## src/rtl/mult_div_unit.sv

```systemverilog
// mult_div_unit: iterative multiply/divide unit with architectural HI/LO registers.
// The divider datapath (DIV/DIVU) is built only when MDU_DIV_EN is defined.
module mult_div_unit #(
  parameter int unsigned DATA_WIDTH = 32,
  parameter int unsigned CNT_WIDTH  = 6
) (
  input  logic                  clk,
  input  logic                  reset,
  input  logic                  start_i,
  input  logic [2:0]            op_i,
  input  logic [DATA_WIDTH-1:0] a_i,
  input  logic [DATA_WIDTH-1:0] b_i,
  input  logic                  flush_i,
  output logic                  busy_o,
  output logic                  done_o,
  output logic                  div_by_zero_o,
  output logic [DATA_WIDTH-1:0] hi_o,
  output logic [DATA_WIDTH-1:0] lo_o
);
  localparam int unsigned DW = DATA_WIDTH;
`ifdef MDU_DIV_EN
  localparam bit DivEn = 1'b1;
`else
  localparam bit DivEn = 1'b0;
`endif

  localparam logic [2:0] OpMult  = 3'b000;
  localparam logic [2:0] OpMultu = 3'b001;
  localparam logic [2:0] OpDiv   = 3'b010;
  localparam logic [2:0] OpDivu  = 3'b011;
  localparam logic [2:0] OpMthi  = 3'b100;
  localparam logic [2:0] OpMtlo  = 3'b101;

  typedef enum logic [1:0] {StIdle, StRun, StFix} state_e;

  state_e               state_q, state_d;
  logic [CNT_WIDTH-1:0] cnt_q, cnt_d;
  logic [DW:0]          acc_hi_q, acc_hi_d;
  logic [DW-1:0]        acc_lo_q, acc_lo_d;
  logic [DW-1:0]        opnd_q, opnd_d;
  logic [DW-1:0]        hi_q, hi_d, lo_q, lo_d;
  logic                 is_div_q, is_div_d, neg_q, neg_d, neg_rem_q, neg_rem_d;
  logic                 dbz_pend_q, dbz_pend_d, done_q, done_d, dbz_q, dbz_d;

  logic          op_mul, op_div, op_signed, a_neg, b_neg, b_zero;
  logic [DW-1:0] a_mag, b_mag;

  assign op_mul    = (op_i == OpMult) || (op_i == OpMultu);
  assign op_div    = DivEn && ((op_i == OpDiv) || (op_i == OpDivu));
  assign op_signed = ~op_i[0];
  assign a_neg     = op_signed & a_i[DW-1];
  assign b_neg     = op_signed & b_i[DW-1];
  assign a_mag     = a_neg ? -a_i : a_i;
  assign b_mag     = b_neg ? -b_i : b_i;
  assign b_zero    = (b_i == '0);

  // acc_hi holds the running partial product (mult) or partial remainder (div);
  // acc_lo shifts out multiplier bits or shifts in quotient bits.
  logic [DW:0] mul_t, div_sh, div_diff;
  assign mul_t    = acc_lo_q[0] ? (acc_hi_q + {1'b0, opnd_q}) : acc_hi_q;
  assign div_sh   = {acc_hi_q[DW-1:0], acc_lo_q[DW-1]};
  assign div_diff = div_sh - {1'b0, opnd_q};

  logic [2*DW-1:0] prod, prod_fix;
  logic [DW-1:0]   quot_fix, rem_fix;
  assign prod     = {acc_hi_q[DW-1:0], acc_lo_q};
  assign prod_fix = neg_q ? -prod : prod;
  assign quot_fix = neg_q ? -acc_lo_q : acc_lo_q;
  assign rem_fix  = neg_rem_q ? -acc_hi_q[DW-1:0] : acc_hi_q[DW-1:0];

  always_comb begin
    state_d    = state_q;
    cnt_d      = cnt_q;
    acc_hi_d   = acc_hi_q;
    acc_lo_d   = acc_lo_q;
    opnd_d     = opnd_q;
    is_div_d   = is_div_q;
    neg_d      = neg_q;
    neg_rem_d  = neg_rem_q;
    dbz_pend_d = dbz_pend_q;
    hi_d       = hi_q;
    lo_d       = lo_q;
    done_d     = 1'b0;
    dbz_d      = 1'b0;
    unique case (state_q)
      StIdle: begin
        if (start_i && !flush_i) begin
          if (op_i == OpMthi) begin
            hi_d = a_i;
          end else if (op_i == OpMtlo) begin
            lo_d = a_i;
          end else if (op_mul || op_div) begin
            acc_hi_d   = '0;
            acc_lo_d   = op_div ? a_mag : b_mag;
            opnd_d     = op_div ? b_mag : a_mag;
            is_div_d   = op_div;
            neg_d      = a_neg ^ b_neg;
            neg_rem_d  = a_neg;
            dbz_pend_d = op_div && b_zero;
            cnt_d      = CNT_WIDTH'(DW);
            // A zero divisor skips the iterations entirely.
            state_d    = (op_div && b_zero) ? StFix : StRun;
          end
        end
      end
      StRun: begin
        if (flush_i) begin
          state_d = StIdle;
        end else begin
          if (is_div_q) begin
            acc_hi_d = div_diff[DW] ? div_sh : div_diff;
            acc_lo_d = {acc_lo_q[DW-2:0], ~div_diff[DW]};
          end else begin
            acc_hi_d = {1'b0, mul_t[DW:1]};
            acc_lo_d = {mul_t[0], acc_lo_q[DW-1:1]};
          end
          cnt_d = cnt_q - CNT_WIDTH'(1);
          if (cnt_q == CNT_WIDTH'(1)) state_d = StFix;
        end
      end
      StFix: begin
        state_d = StIdle;
        if (!flush_i) begin
          done_d = 1'b1;
          if (dbz_pend_q) begin
            dbz_d = DivEn;
          end else if (is_div_q) begin
            hi_d = rem_fix;
            lo_d = quot_fix;
          end else begin
            hi_d = prod_fix[2*DW-1:DW];
            lo_d = prod_fix[DW-1:0];
          end
        end
      end
      default: state_d = StIdle;
    endcase
  end

  always_ff @(posedge clk or posedge reset) begin
    if (reset) begin
      state_q    <= StIdle;
      cnt_q      <= '0;
      acc_hi_q   <= '0;
      acc_lo_q   <= '0;
      opnd_q     <= '0;
      is_div_q   <= 1'b0;
      neg_q      <= 1'b0;
      neg_rem_q  <= 1'b0;
      dbz_pend_q <= 1'b0;
      hi_q       <= '0;
      lo_q       <= '0;
      done_q     <= 1'b0;
      dbz_q      <= 1'b0;
    end else begin
      state_q    <= state_d;
      cnt_q      <= cnt_d;
      acc_hi_q   <= acc_hi_d;
      acc_lo_q   <= acc_lo_d;
      opnd_q     <= opnd_d;
      is_div_q   <= is_div_d;
      neg_q      <= neg_d;
      neg_rem_q  <= neg_rem_d;
      dbz_pend_q <= dbz_pend_d;
      hi_q       <= hi_d;
      lo_q       <= lo_d;
      done_q     <= done_d;
      dbz_q      <= dbz_d;
    end
  end

  assign busy_o        = (state_q != StIdle);
  assign done_o        = done_q;
  assign div_by_zero_o = dbz_q;
  assign hi_o          = hi_q;
  assign lo_o          = lo_q;

endmodule

```

## config.mk

```make
export PLATFORM = sky130hd
export DESIGN_NAME = mult_div_unit
export DESIGN_NICKNAME = d
export VERILOG_FILES = /design/src/rtl/mult_div_unit.sv
export SDC_FILE = /design/constraint.sdc
export NUM_CORES = 1
export LEC_CHECK = 0
export CORE_ASPECT_RATIO = 1.1
export CORE_MARGIN = 2
export CORE_UTILIZATION = 57
export DETAILED_ROUTE_END_ITERATION = 12
export GPL_TIMING_DRIVEN = 0
export PLACE_DENSITY_LB_ADDON = 0.1
export SETUP_SLACK_MARGIN = 0.02
export SYNTH_ARGS = -nofsm -noshare
export SYNTH_HDL_FRONTEND = slang
export SYNTH_SLANG_ARGS = --single-unit
export TNS_END_PERCENT = 1
```

## constraint.sdc

```tcl
create_clock -name clk -period 5.9 [get_ports clk]
set_input_delay 0.885 -clock clk [delete_from_list [all_inputs] [get_ports clk]]
set_output_delay 0.885 -clock clk [all_outputs]
set_load 0.01 [all_outputs]
```

==> results_tabular.tex <==
\begin{tabular}{lr}
\hline
Metric & Value \\
\hline
\multicolumn{2}{l}{\textbf{CTS}} \\
H-tree Lvls & 4 \\
Root Driver & sky130\_fd\_sc\_hd\_\_clkbuf\_16 \\
Number of buffers inserted for hold repair after clock tree synthesis & 0 \\
Post-cts sizing count & 0 \\
Setup fix buffers added after clock tree synthesis & 0 \\
Clock buffer depth & 2 \\
Worst-path clk slew & 0.08 ns \\
Num CTS Buffers & 17 \\
\# clock sinks & 170 \\
Clock latency of the later-clocked register in the worst-skew pair & 0.44 ns \\
Clock tree from TritonCTS & built \\
\multicolumn{2}{l}{\textbf{STA}} \\
Unrepaired setup endpoints after global routing & false \\
Worst hold slack & 0.478 ns \\
Final count of negative-setup-slack endpoints & 0 \\
Maximum clock skew at final layout & 0.0107 ns \\
Setup slack after layout & 2.08 ns \\
Highest clock frequency the design can meet & 0.262 GHz \\
Final number of hold-violating endpoints & 0 \\
Slew @ Worst Pin & 1.03 ns \\
Min cycle time layout & 3.82 ns \\
Period utilization & 64.8\% \\
Worst slew slack as a fraction of its limit & 30.7\% \\
Slew Viols, Final & 0 \\
\multicolumn{2}{l}{\textbf{GRT}} \\
Antenna violations before repair & 0 \\
Maximum number of pins on one net before global-route repair & 103 \\
Combined global-route utilization of all metal layers & 38.1\% \\
First-pass GRT wire length & 63.3 mm \\
Total global routing overflow & 0 \\
Vias in the first global route & 11.4k \\
\multicolumn{2}{l}{\textbf{Routing}} \\
Post-detailed-route count of antenna-violating nets & 0 \\
Drt pass-1 iters & 5 \\
Wire length per cell after detailed routing & 23.0 um \\
Routed via count divided by cell count & 6.57 \\
Total DRC errors in the routed layout & 0 \\
WL final & 40.8 mm \\
Iteration-0 DRC Markers & 1129 \\
Vias after detailed routing & 11.7k \\
\multicolumn{2}{l}{\textbf{Final layout}} \\
Non-filler instance count after layout & 1778 \\
Fraction of layout instances using a drive strength above 1 & 4.06\% \\
Total area of multi-input combinational cells & 6800 sq um \\
Fillers & 1655 \\
Antenna diode count & 0 \\
Net count reported at finish & 1623 \\
Design Area, Final & 13800 sq um \\
Combined flip-flop and latch cell area & 4250 sq um \\
Layout Area Growth over Synthesis & 19.9\% \\
\multicolumn{2}{l}{\textbf{Min path}} \\
Hold WC Path Type & flop to flop \\
\multicolumn{2}{l}{\textbf{Power}} \\
Share of total power in combinational logic & 40.8\% \\
Pwr per Cell Area & 374 nW/um\^{}2 \\
Leakage dissipation & 0.00575 uW \\
Worst ir drop on vdd & 273 uV \\
Clock network fraction of total power & 22.1\% \\
Switching share of total power & 42.0\% \\
Internal Power & 2980 uW \\
Switching power summed over all nets & 2160 uW \\
Post-layout total power & 5150 uW \\
Part of the total power dissipated in sequential elements & 37.2\% \\
\multicolumn{2}{l}{\textbf{Synth}} \\
Cell type with the largest total area after synthesis & sky130\_fd\_sc\_hd\_\_dfrtp\_1 \\
Area share of the leading cell type in the synthesized netlist & 37.1\% \\
Share of synthesized registers carrying an async set or reset & 100\% \\
Leading cell types by count after synthesis & 170 x sky130\_fd\_sc\_hd\_\_dfrtp\_1, 169 x sky130\_fd\_sc\_hd\_\_o21ai\_0, 156 x sky130\_fd\_sc\_hd\_\_nand2\_1 \\
Synthesized net count & 1467 \\
Sequential element share of the synthesized area & 37.1\% \\
Number of flops mapped to enable cells by yosys & 0 \\
Dominant cell by count in the synthesized netlist & sky130\_fd\_sc\_hd\_\_dfrtp\_1 \\
\#FFs+latches synth & 170 \\
Count of yosys warnings during synthesis & 0 \\
Post-Syn Area per Cell & 8.45 sq um \\
Cell Area, Synth & 11500 sq um \\
Synthesized netlist cell count & 1358 \\
Dominant synthesized flop cell & sky130\_fd\_sc\_hd\_\_dfrtp\_1 \\
Leading cell types by total area after synthesis & sky130\_fd\_sc\_hd\_\_dfrtp\_1 37\%, sky130\_fd\_sc\_hd\_\_o21ai\_0 7.4\%, sky130\_fd\_sc\_hd\_\_xor2\_1 6.6\% \\
Yosys cell types & 73 \\
\multicolumn{2}{l}{\textbf{Die}} \\
Effective utilization at floorplan & 58.0\% \\
Die H & 153 um \\
Die X-Extent & 139 um \\
I/O pin count & 138 \\
Core Box Area & 19800 sq um \\
Die Footprint & 21300 sq um \\
Count of standard-cell rows & 54 \\
\multicolumn{2}{l}{\textbf{Placement}} \\
Placer's final routability congestion estimate & 1.01 \\
Port bufs & 136 \\
Post-placement cell area & 13200 sq um \\
Count of placed standard cells including taps & 1747 \\
Final HPWL DP & 31.7 mm \\
Placement-stage worst setup slack & 1.88 ns \\
\multicolumn{2}{l}{\textbf{Setup path}} \\
Endpoint arrival time on the critical path & 4.19 ns \\
Start-to-end type of the worst setup path & flop to flop \\
Data required, critical path & 6.27 ns \\
Crit start category & flop \\
Delay of the slowest critical-path stage & 0.83 ns \\
Crit. End Element & flop \\
Crit path max-delay cell type & sky130\_fd\_sc\_hd\_\_a2111oi\_0 \\
Cell breakdown of the critical path & clkbuf\_1 > inv\_1 > ha\_1 > nor3b\_1 > nand4b\_1 > nor4\_4 > nand2\_1 > a2111oi\_0 > a21oi\_1 > o21ai\_0 \\
Largest fanout of any net on the critical path & 8 \\
\multicolumn{2}{l}{\textbf{Flow run}} \\
Max-cap violations & 0 \\
\multicolumn{2}{l}{\textbf{Run status}} \\
Run status & completed \\
\hline
\end{tabular}
-- path summary, 6_finish.rpt --
check / startpoint / end / slack [ns] / depth (start not counted)
worst min-delay path: lo_o[10]$_DFFE_PP0P_ / lo_o[10]$_DFFE_PP0P_ / 0.48 / 1
worst max-delay path: acc_lo_q[0]$_DFFE_PP0P_ / lo_o[30]$_DFFE_PP0P_ / 2.08 / 10
worst min register to register: lo_o[10]$_DFFE_PP0P_ / lo_o[10]$_DFFE_PP0P_ / 0.48 / 1
min in group asynchronous: reset / hi_o[27]$_DFFE_PP0P_ / 0.88 / 2
max in group asynchronous: reset / acc_lo_q[28]$_DFFE_PP0P_ / 4.12 / 3
worst max register to register: acc_lo_q[0]$_DFFE_PP0P_ / lo_o[30]$_DFFE_PP0P_ / 2.08 / 10
-- cell type report --
type	instances	share of cell area, %
clock buffers	18	3.19
inverters	29	0.845
well taps	252	2.29
clock inverters	13	0.973
plain buffers	75	2.28
flip-flops and latches	170	30.9
repair buffers	137	10.1
multi-input cells	1084	49.4
-- stage by stage --
step	util, %	setup TNS [ns]
after floorplan	-	0
after global placement	66.5	-315.28
after detailed placement	66.6	0
after CTS	69.5	0
after global routing	69.5	0
final	69.5	0
-- kinds of logic after synthesis --
| family | synth area share [%] |
|---|---|
| buf+inv | 3.68 |
| compound gates | 25.1 |
| fa+ha+maj | 4.21 |
| simple gates | 18.3 |
| flops | 37.1 |
| other cells | 0.0327 |
| xor+xnor | 10.8 |
| mux | 0.796 |
-- cells in the final DEF, fill, tap and decap left out, types with 7 or more instances in the layout --
cell | Yosys | routed
sky130_fd_sc_hd__inv_1 | 28 | 27
sky130_fd_sc_hd__or3_1 | 19 | 19
sky130_fd_sc_hd__o31ai_1 | 44 | 44
sky130_fd_sc_hd__o41ai_1 | 14 | 14
sky130_fd_sc_hd__clkbuf_16 | 0 | 17
sky130_fd_sc_hd__nand3_1 | 25 | 25
sky130_fd_sc_hd__mux2i_1 | 8 | 8
sky130_fd_sc_hd__nor3_1 | 25 | 25
sky130_fd_sc_hd__o221ai_1 | 10 | 10
sky130_fd_sc_hd__a22oi_1 | 42 | 42
sky130_fd_sc_hd__nor2_1 | 102 | 102
sky130_fd_sc_hd__nand2b_1 | 13 | 13
sky130_fd_sc_hd__xnor2_1 | 56 | 56
sky130_fd_sc_hd__a31oi_1 | 13 | 13
sky130_fd_sc_hd__nor2b_1 | 10 | 10
sky130_fd_sc_hd__dfrtp_1 | 170 | 170
sky130_fd_sc_hd__xor2_1 | 86 | 86
sky130_fd_sc_hd__nand2_1 | 156 | 156
sky130_fd_sc_hd__or4_1 | 9 | 9
sky130_fd_sc_hd__a21oi_1 | 91 | 91
sky130_fd_sc_hd__clkbuf_1 | 65 | 65
sky130_fd_sc_hd__a211oi_1 | 13 | 13
sky130_fd_sc_hd__and3_1 | 10 | 10
sky130_fd_sc_hd__or2_2 | 9 | 9
sky130_fd_sc_hd__ha_1 | 37 | 37
sky130_fd_sc_hd__nand4_1 | 7 | 7
sky130_fd_sc_hd__clkdlybuf4s50_1 | 0 | 136
sky130_fd_sc_hd__nor4_1 | 11 | 11
sky130_fd_sc_hd__a21o_1 | 17 | 17
sky130_fd_sc_hd__o21ai_0 | 169 | 169
-- routing by layer --
| layer | part of all wire [%] | up-vias | GRT usage, % |
|---|---|---|---|
| met2 | 47 | 698 | 61.3 |
| met5 | 0 | - | 0 |
| li1 | - | 5254 | - |
| met3 | 9.5 | 145 | 8.90 |
| met4 | 5.5 | 0 | 19.0 |
| met1 | 39 | 5593 | 48.4 |
-- critical path, delay by kind of cell, from the launching register on --
kind	cells	cell delay, ns
AND/OR/NAND/NOR	4	1.26
buffers and inverters	2	0.68
flip-flops	1	0.36
AO/OA/AOI/OAI	3	1.18
adder cells (fa/ha/maj)	1	0.27
-- flip-flops by register name, indices dropped and copies added, names as in the netlist --
register,count
cnt_q,6
opnd_q,32
neg_q,1
acc_lo_q,32
acc_hi_q,32
lo_o,32
hi_o,32
done_o,1
state_q,2
-- power groups by stage --
stage / clock [uW] / combinational [uW] / sequential (uW)
floorplan: 0 / 1320 / 1790
global route: 1170 / 2310 / 1930
CTS: 1120 / 2070 / 1890
global placement: 0 / 2010 / 1900
detailed placement: 0 / 2050 / 1910
finish: 1130 / 2100 / 1910
No activity file was read; power rests on OpenSTA's default activity.
